==> src/rtl/trap_seq_ctrl.sv <==
// ============================================================================
// Module   : trap_seq_ctrl
// Brief    : Machine-mode trap/interrupt entry and mret sequencer that drives
//            the CSR file's secondary write port and issues the PC redirect.
// Revision : 1.0
// ============================================================================
`default_nettype none

module trap_seq_ctrl #(
    parameter logic [31:0] IRQ_CAUSE    = 32'h8000_0007,
    parameter logic [31:0] ECALL_CAUSE  = 32'd11,
    parameter logic [31:0] EBREAK_CAUSE = 32'd3
) (
    input  logic        clk,
    input  logic        rst_n,
    input  logic        inst_ecall_i,
    input  logic        inst_ebreak_i,
    input  logic        inst_mret_i,
    input  logic [31:0] inst_addr_i,
    input  logic        busy_i,
    input  logic        irq_i,
    input  logic [31:0] mtvec_i,
    input  logic [31:0] mepc_i,
    input  logic [31:0] mstatus_i,
    output logic        hold_o,
    output logic        csr_we_o,
    output logic [31:0] csr_waddr_o,
    output logic [31:0] csr_wdata_o,
    output logic        jump_flag_o,
    output logic [31:0] jump_addr_o
);

    localparam logic [31:0] C_ADDR_MSTATUS = 32'h0000_0300;
    localparam logic [31:0] C_ADDR_MEPC    = 32'h0000_0341;
    localparam logic [31:0] C_ADDR_MCAUSE  = 32'h0000_0342;

    typedef enum logic [2:0] {
        S_IDLE      = 3'd0,
        S_W_MEPC    = 3'd1,
        S_W_MCAUSE  = 3'd2,
        S_W_MSTATUS = 3'd3,
        S_T_JUMP    = 3'd4,
        S_R_MSTATUS = 3'd5,
        S_R_JUMP    = 3'd6
    } state_t;

    state_t      r_state;
    state_t      w_state_nxt;
    logic [31:0] r_pc;
    logic [31:0] r_cause;
    logic [31:0] w_pc_nxt;
    logic [31:0] w_cause_nxt;
    logic        w_irq_ok;

    // Interrupts are only taken between instructions with MIE set.
    assign w_irq_ok = irq_i & mstatus_i[3] & ~busy_i;

    always_ff @(posedge clk or negedge rst_n) begin
        if (!rst_n) begin
            r_state <= S_IDLE;
            r_pc    <= 32'd0;
            r_cause <= 32'd0;
        end else begin
            r_state <= w_state_nxt;
            r_pc    <= w_pc_nxt;
            r_cause <= w_cause_nxt;
        end
    end

    always_comb begin
        w_state_nxt = r_state;
        w_pc_nxt    = r_pc;
        w_cause_nxt = r_cause;
        hold_o      = 1'b0;
        csr_we_o    = 1'b0;
        csr_waddr_o = 32'd0;
        csr_wdata_o = 32'd0;
        jump_flag_o = 1'b0;
        jump_addr_o = 32'd0;

        case (r_state)
            S_IDLE: begin
                // Gated by rst_n so hold_o stays low while reset is asserted.
                if (rst_n) begin
                    if (inst_ecall_i) begin
                        hold_o      = 1'b1;
                        w_pc_nxt    = inst_addr_i;
                        w_cause_nxt = ECALL_CAUSE;
                        w_state_nxt = S_W_MEPC;
                    end else if (inst_ebreak_i) begin
                        hold_o      = 1'b1;
                        w_pc_nxt    = inst_addr_i;
                        w_cause_nxt = EBREAK_CAUSE;
                        w_state_nxt = S_W_MEPC;
                    end else if (inst_mret_i) begin
                        hold_o      = 1'b1;
                        w_pc_nxt    = inst_addr_i;
                        w_state_nxt = S_R_MSTATUS;
                    end else if (w_irq_ok) begin
                        hold_o      = 1'b1;
                        w_pc_nxt    = inst_addr_i;
                        w_cause_nxt = IRQ_CAUSE;
                        w_state_nxt = S_W_MEPC;
                    end
                end
            end
            S_W_MEPC: begin
                hold_o      = 1'b1;
                csr_we_o    = 1'b1;
                csr_waddr_o = C_ADDR_MEPC;
                csr_wdata_o = r_pc;
                w_state_nxt = S_W_MCAUSE;
            end
            S_W_MCAUSE: begin
                hold_o      = 1'b1;
                csr_we_o    = 1'b1;
                csr_waddr_o = C_ADDR_MCAUSE;
                csr_wdata_o = r_cause;
                w_state_nxt = S_W_MSTATUS;
            end
            S_W_MSTATUS: begin
                // MPIE <= MIE, MIE <= 0.
                hold_o      = 1'b1;
                csr_we_o    = 1'b1;
                csr_waddr_o = C_ADDR_MSTATUS;
                csr_wdata_o = {mstatus_i[31:8], mstatus_i[3], mstatus_i[6:4],
                               1'b0, mstatus_i[2:0]};
                w_state_nxt = S_T_JUMP;
            end
            S_T_JUMP: begin
                hold_o      = 1'b1;
                jump_flag_o = 1'b1;
                jump_addr_o = mtvec_i;
                w_state_nxt = S_IDLE;
            end
            S_R_MSTATUS: begin
                // MIE <= MPIE, MPIE <= 1.
                hold_o      = 1'b1;
                csr_we_o    = 1'b1;
                csr_waddr_o = C_ADDR_MSTATUS;
                csr_wdata_o = {mstatus_i[31:8], 1'b1, mstatus_i[6:4],
                               mstatus_i[7], mstatus_i[2:0]};
                w_state_nxt = S_R_JUMP;
            end
            S_R_JUMP: begin
                hold_o      = 1'b1;
                jump_flag_o = 1'b1;
                jump_addr_o = mepc_i;
                w_state_nxt = S_IDLE;
            end
            default: begin
                w_state_nxt = S_IDLE;
            end
        endcase
    end

endmodule

`default_nettype wire

==> config.mk <==
export PLATFORM = sky130hd
export DESIGN_NAME = trap_seq_ctrl
export DESIGN_NICKNAME = d
export VERILOG_FILES = /design/src/rtl/trap_seq_ctrl.sv
export SDC_FILE = /design/constraint.sdc
export NUM_CORES = 1
export LEC_CHECK = 0
export BUFFER_PORTS_ARGS = -buffer_cell sky130_fd_sc_hd__buf_4
export CAP_MARGIN = 10
export CORE_AREA = 3 3 93 95
export DETAILED_ROUTE_END_ITERATION = 8
export DIE_AREA = 0 0 96 98
export PLACE_DENSITY = 0.77
export SYNTH_ARGS = -nofsm -noshare
export SYNTH_HDL_FRONTEND = slang
export SYNTH_SLANG_ARGS = --single-unit
==> constraint.sdc <==
create_clock -name clk -period 1.5 [get_ports clk]
set_input_delay 0.225 -clock clk [delete_from_list [all_inputs] [get_ports clk]]
set_output_delay 0.225 -clock clk [all_outputs]
set_load 0.02 [all_outputs]
# ---- Word level (Yosys, flattened, before mapping)
# Index checks and enable logic that the tools add are counted.
dict set report totals {
  reg_bits 67
  in_bits 135
  output_inout_bits 99
  word_cells 50
}
dict set report classes {
  n_eq_ne 9
  mux 25
  n_bitwise 3
  reduce_logical 10
}
# op n
set op_table {}
lappend op_table {{32-bit two-way mux} 8}
lappend op_table {{32-bit one-hot mux with 4 select lines} 1}
lappend op_table {{32-bit one-hot mux with 2 select lines} 1}
lappend op_table {{10-bit one-hot mux with 3 select lines} 1}
lappend op_table {{3-bit two-way mux} 5}
lappend op_table {{3-bit one-hot mux with 5 select lines} 1}
lappend op_table {{3-bit equality test, second input constant} 3}
lappend op_table {{1-bit two-way mux} 7}
lappend op_table {{3-bit by 2-bit equality test with 1-bit output, second input constant} 2}
lappend op_table {{6-bit OR reduction} 1}
lappend op_table {{5-bit inequality test, second input constant} 1}
lappend op_table {{4-bit AND reduction} 1}
lappend op_table {{4-bit nonzero test} 1}
lappend op_table {{2-bit OR reduction} 2}
lappend op_table {{4-bit OR reduction} 1}
lappend op_table {{3-bit by 1-bit equality test with 1-bit output, second input constant} 1}
lappend op_table {{3-bit zero test} 1}
lappend op_table {{3-bit inequality test, second input constant} 1}
lappend op_table {{3-bit AND reduction} 1}
lappend op_table {{3-bit nonzero test} 1}
lappend op_table {{1-bit AND} 2}
lappend op_table {{2-bit inequality test, second input constant} 1}
lappend op_table {{1-bit one-hot mux with 2 select lines} 1}
lappend op_table {{2-bit AND reduction} 1}
lappend op_table {{1-bit inverter} 1}

# ---- Logic depth before layout (Yosys ltp)
dict set report depth {
  ltp_word 8
  depth_mapped 6
  ltp_nobuf 3
}

# ---- Worst setup path before layout
# No wires, ideal clock.
dict set report synth_timing {
  kind {reg2out}
  start {reg r_state[0]}
  end {out csr_waddr_o[8]}
  arrival_ps 1478
  required_time_ps 1275
  path_slack_ps -203
  stages_incl_launch_ff 6
  path_buffers 3
  path_cell_list {dfrtp_1 -> clkbuf_1 -> clkbuf_1 -> nand2_1 -> nand2_1 -> buf_4}
}
dict set report synth_via {
  elab_chain_len 3
  elab_cells_between_ends 6
  classes_between {eq/ne: 4; mux: 1; reduce/logical: 1}
}
# element line_no
set synth_rtl {}
lappend synth_rtl {{start: declaration} 47} ;# state_t r_state;
lappend synth_rtl {{start signal: assignment} 64} ;# r_state <= w_state_nxt;
lappend synth_rtl {{3-bit equality test / 3-bit by 2-bit equality test with 1-bit output (equally long branches)} 81} ;# case (r_state)
lappend synth_rtl {{2-bit OR reduction (no source line)} --}
lappend synth_rtl {{10-bit one-hot mux with 3 select lines *} 81}
lappend synth_rtl {{end: declaration} 27} ;# output logic [31:0] csr_waddr_o,
# Every way passes the cells marked *; elsewhere a longest branch is shown, timed or not.

# ---- Worst setup path in the final report
dict set report layout_timing {
  start {reg r_state[1]}
  end {out csr_wdata_o[2]}
}
dict set report layout_via {
  elab_chain_len 2
  elab_cells_between_ends 5
  classes_between {eq/ne: 4; mux: 1}
}
# element line_no
set layout_rtl {}
lappend layout_rtl {{3-bit equality test (tied with other cells)} 81}
lappend layout_rtl {{32-bit one-hot mux with 4 select lines *} 81}
lappend layout_rtl {{end: declaration} 28} ;# output logic [31:0] csr_wdata_o,
# Marked as above.

==> out/summary.md <==
The share of flip-flops with an asynchronous set or reset works out to 1.00. Total number of clock tree sinks: 38. The run gives 1.69 ns as the arrival time at the worst endpoint.

The antenna violation net count after detailed routing was 0; the maximum fanout count along the critical path was 14. Summing every instance area after synthesis gives 2840 um2. TritonCTS built the clock tree. The completed layout was analyzed and its total power is 13.5 mW. The post-synthesis area per instance came out at 10.6 um2. The portion of synthesized cell area occupied by the leading cell type works out to 0.335. The tightest min-delay check is of the in -> async type. The startpoint-to-endpoint class of the critical path is reg -> out. The run gives 0.767 as the combinational share of power. At the end of the flow, the number of nets in the layout was 647. The ratio of final minimum period to clock period was 1.28.

For the sequential share of the synthesized area, the log shows 0.335. At the worst endpoint, the required time is 1.27 ns. For this block, the via count after detailed routing is 3128.

The final reports fail on negative setup slack. Type of element launching the critical path: a register. The tools report the worst setup margin as -0.414 ns.

During synthesis, Yosys emitted a total of 0 warnings. Dividing the detail-routed wire length by the instance count gives 22.4 um. For the pin with the worst max-slew slack, the measured transition is 0.865 ns. The tools report the category of the worst setup path capture point as an output pin.

The hold violation total from the final report is 0. The number of detailed-routing iterations run before antenna repair was 4; the maximum level of the CTS H-tree was 2. The library cell occupying the most area in the post-synthesis netlist was sky130_fd_sc_hd__dfrtp_1. Dividing total power by cell area gives a power density of 2190 nW/um2. The first global-routing pass estimated 16800 um of wire.

The starting utilization of the core area is 0.363. Entering global routing, the biggest net connects 39 pins. The run gives 0.234 as the overall routing resource usage. In this run, post-CTS hold repair placed 0 buffers. In this run the vertical extent of the chip is 98 um. The number of global-route vias before repair was 3205.

The clock latency reported for the late side of the worst-skew pair came out at 0.29 ns. The number of port buffers is 206. In the synthesized netlist, the cells that appear most often are sky130_fd_sc_hd__dfrtp_1 (38), sky130_fd_sc_hd__nor2_1 (36), sky130_fd_sc_hd__mux2i_1 (34). The tools report the leakage dissipation as 2.90 nW. The tools report the number of clock buffers inserted by TritonCTS as 5. Synthesis handed over a netlist of 267 instances. The proportion of power drawn by flip-flops and latches is 0.151, and the width of the die is 96 um.

The clock tree root buffer cell was sky130_fd_sc_hd__clkbuf_8. The tools report the met1 layer usage reported by global route as 0.257. Clock-pin slew was measured on the worst setup and hold paths at 0.08 ns. The number of antenna violations at the first check in global routing came out at 0.

The predominant post-synthesis flop cell was sky130_fd_sc_hd__dfrtp_1. The run gives 0.416 as the worst-case headroom to the max-slew limit. In this run, the number of DRC markers left after iteration 0 of detailed routing was 88.

In the post-synthesis netlist, the biggest area contributors are sky130_fd_sc_hd__dfrtp_1 (34%), sky130_fd_sc_hd__mux2_4 (16%), sky130_fd_sc_hd__mux2i_1 (12%). The run finished, with violations left. The logs give 7550 um for the estimated wirelength of the detail-placed design and 2 for the deepest clock path buffer count. The distinct cell type count after synthesis was 35; the met3 demand-to-capacity share in global routing was 0.0609.

For the max-cap check violation count, the log shows 0. At the end of routability-driven placement, the weighted congestion stood at 0.817. The number of core rows came out at 32. The tools report the area of the die as 9410 um2. The total area inside the core boundary comes to 7810 um2. The run gives 234 as the count of pins on the block boundary. On the final layout, the worst clock skew is 0.0100 ns.

Internal power comes to 7.93 mW. The tools report the number of antenna diodes as 0. Relative to the synthesized area, the layout overhead comes to 117%. The proportion of layout cells with a drive suffix above 1 was 0.799; the switching component of the power was 5.57 mW. The run gives 428 as the fill cell total of the finished layout. The detailed-route vias per instance was 5.09. Summed over all layers, the routed wires come to 13800 um. For the share of power burned in the clock network, the log shows 0.081. Setup violations remaining at the end of the flow were counted as 106. After detailed routing, the number of remaining DRC violations is 0.

The worst-case IR drop observed on VDD is 1.24 mV. The most used routing layer was met2. The most common cell in the synthesized netlist is sky130_fd_sc_hd__dfrtp_1. Overall overflow remaining after global route: 0.

Timing analysis after detailed placement gives a worst setup slack of -0.140 ns. The count of final max-slew check failures is 0. The switching power share of the total was 0.413; the post-synthesis register bit count was 38. Global-route track usage on met2: 0.429. The routed design could run at a clock period as short as 1.91 ns. For this run, the top clock speed supported by timing is 0.522 GHz. Setup repair after global routing could not meet its margin everywhere. The count of flip-flops with a built-in enable after synthesis is 0.
## registers in the layout, summed over array words and instances (netlist names)
signal	cells
r_cause	3
r_pc	32
r_state	3
## metal layers
metal  part of all wire  up-vias
met4              0.045        0
met2               0.55      153
met1               0.35     1538
met3              0.058       46
met5                  0        -
li1                   -     1391
## what timing repair did
action / 4_1_cts / 5_1_grt
setup endpoints to repair: 104 / 107
cloned: 7 / 2
buffers inserted: 17 / 11
gates resized for setup: 146 / 101
pin swaps: 11 / 25
## logic make-up (layout without fill, tap and decap cells)
logic type,Yosys count,in the layout,synth area share
buf+inv,52,272,0.129
other cells,1,27,0.00132
compound gates,51,51,0.145
flops,38,38,0.335
simple gates,59,59,0.103
mux,66,66,0.287
## stage by stage
step	hold WS, ns	setup TNS [ns]	cells	cell area [um2]	utilization
2_1_floorplan	-0.0706	-4.61	293	3170	-
3_5_place_dp	0.344	-6.56	578	4700	0.602
3_3_place_gp	0.337	-3.93	578	4700	0.602
5_1_grt	0.0417	-37.30	615	6160	0.789
4_1_cts	0.0204	-29.46	610	5770	0.739
6_report	0.0150	-32.45	615	6160	0.789
## placed cells by master, fill, tap and decap left out, types with 2 or more instances in the layout
| cell | synthesis | layout |
|---|---|---|
| sky130_fd_sc_hd__mux2i_2 | 0 | 12 |
| sky130_fd_sc_hd__conb_1 | 1 | 27 |
| sky130_fd_sc_hd__dfrtp_1 | 38 | 35 |
| sky130_fd_sc_hd__mux2i_4 | 0 | 17 |
| sky130_fd_sc_hd__mux2_4 | 30 | 32 |
| sky130_fd_sc_hd__nor2_2 | 0 | 3 |
| sky130_fd_sc_hd__a22o_1 | 28 | 9 |
| sky130_fd_sc_hd__nand2_1 | 5 | 3 |
| sky130_fd_sc_hd__nand2_4 | 0 | 2 |
| sky130_fd_sc_hd__a311o_1 | 2 | 2 |
| sky130_fd_sc_hd__nand2b_4 | 0 | 4 |
| sky130_fd_sc_hd__and3b_1 | 2 | 2 |
| sky130_fd_sc_hd__a21oi_2 | 0 | 2 |
| sky130_fd_sc_hd__a21oi_1 | 6 | 3 |
| sky130_fd_sc_hd__inv_4 | 0 | 2 |
| sky130_fd_sc_hd__buf_4 | 29 | 170 |
| sky130_fd_sc_hd__nand2b_1 | 6 | 2 |
| sky130_fd_sc_hd__mux2i_1 | 34 | 5 |
| sky130_fd_sc_hd__a22o_4 | 0 | 19 |
| sky130_fd_sc_hd__buf_12 | 3 | 13 |
| sky130_fd_sc_hd__nor2_4 | 0 | 32 |
| sky130_fd_sc_hd__clkbuf_8 | 0 | 6 |
| sky130_fd_sc_hd__clkbuf_16 | 0 | 2 |
| sky130_fd_sc_hd__buf_16 | 0 | 4 |
| sky130_fd_sc_hd__and2_4 | 0 | 2 |
| sky130_fd_sc_hd__o21ai_1 | 0 | 4 |
| sky130_fd_sc_hd__dfrtp_2 | 0 | 3 |
| sky130_fd_sc_hd__buf_6 | 0 | 72 |
| sky130_fd_sc_hd__bufinv_16 | 0 | 2 |
## critical path, stage by stage, from the launching register on
cell and delay [ns]:
sky130_fd_sc_hd__dfrtp_2 0.48, sky130_fd_sc_hd__buf_12 0.20, sky130_fd_sc_hd__a21oi_1 0.08, sky130_fd_sc_hd__a311o_1 0.35
sky130_fd_sc_hd__o21ai_1 0.10, sky130_fd_sc_hd__buf_4 0.17
## final timing paths
check                                 from  cells after the start  slack [ns]              to
max reg2reg                     r_state[0]                      5       -0.30        r_pc[15]
max in group asynchronous            rst_n                      2        1.13      r_state[1]
min                                  rst_n                      2        0.02         r_pc[7]
min in group clk           inst_addr_i[29]                      2        0.15        r_pc[29]
min reg2reg                       r_pc[27]                      1        0.53        r_pc[27]
max                             r_state[1]                      5       -0.41  csr_wdata_o[2]
## final cells by class
type	count	area (um2)	share of cell area
Timing Repair Buffer	261	2510	0.407
Multi-Input combinational cell	203	2410	0.392
Sequential cell	38	955	0.155
Tap cell	102	128	0.0207
Clock buffer	6	82.6	0.0134
Clock inverter	2	60.1	0.00975
Inverter	3	16.3	0.00264
## power groups by stage
stage	clock, mW	combinational [mW]	sequential, mW
after floorplan	0	4.78	1.84
after global placement	0	6.71	1.98
after detailed placement	0	6.82	1.99
after CTS	1.10	8.96	1.98
after global routing	1.15	10.7	2.09
final	1.10	10.4	2.04
Power figures use the tool's default switching activity.
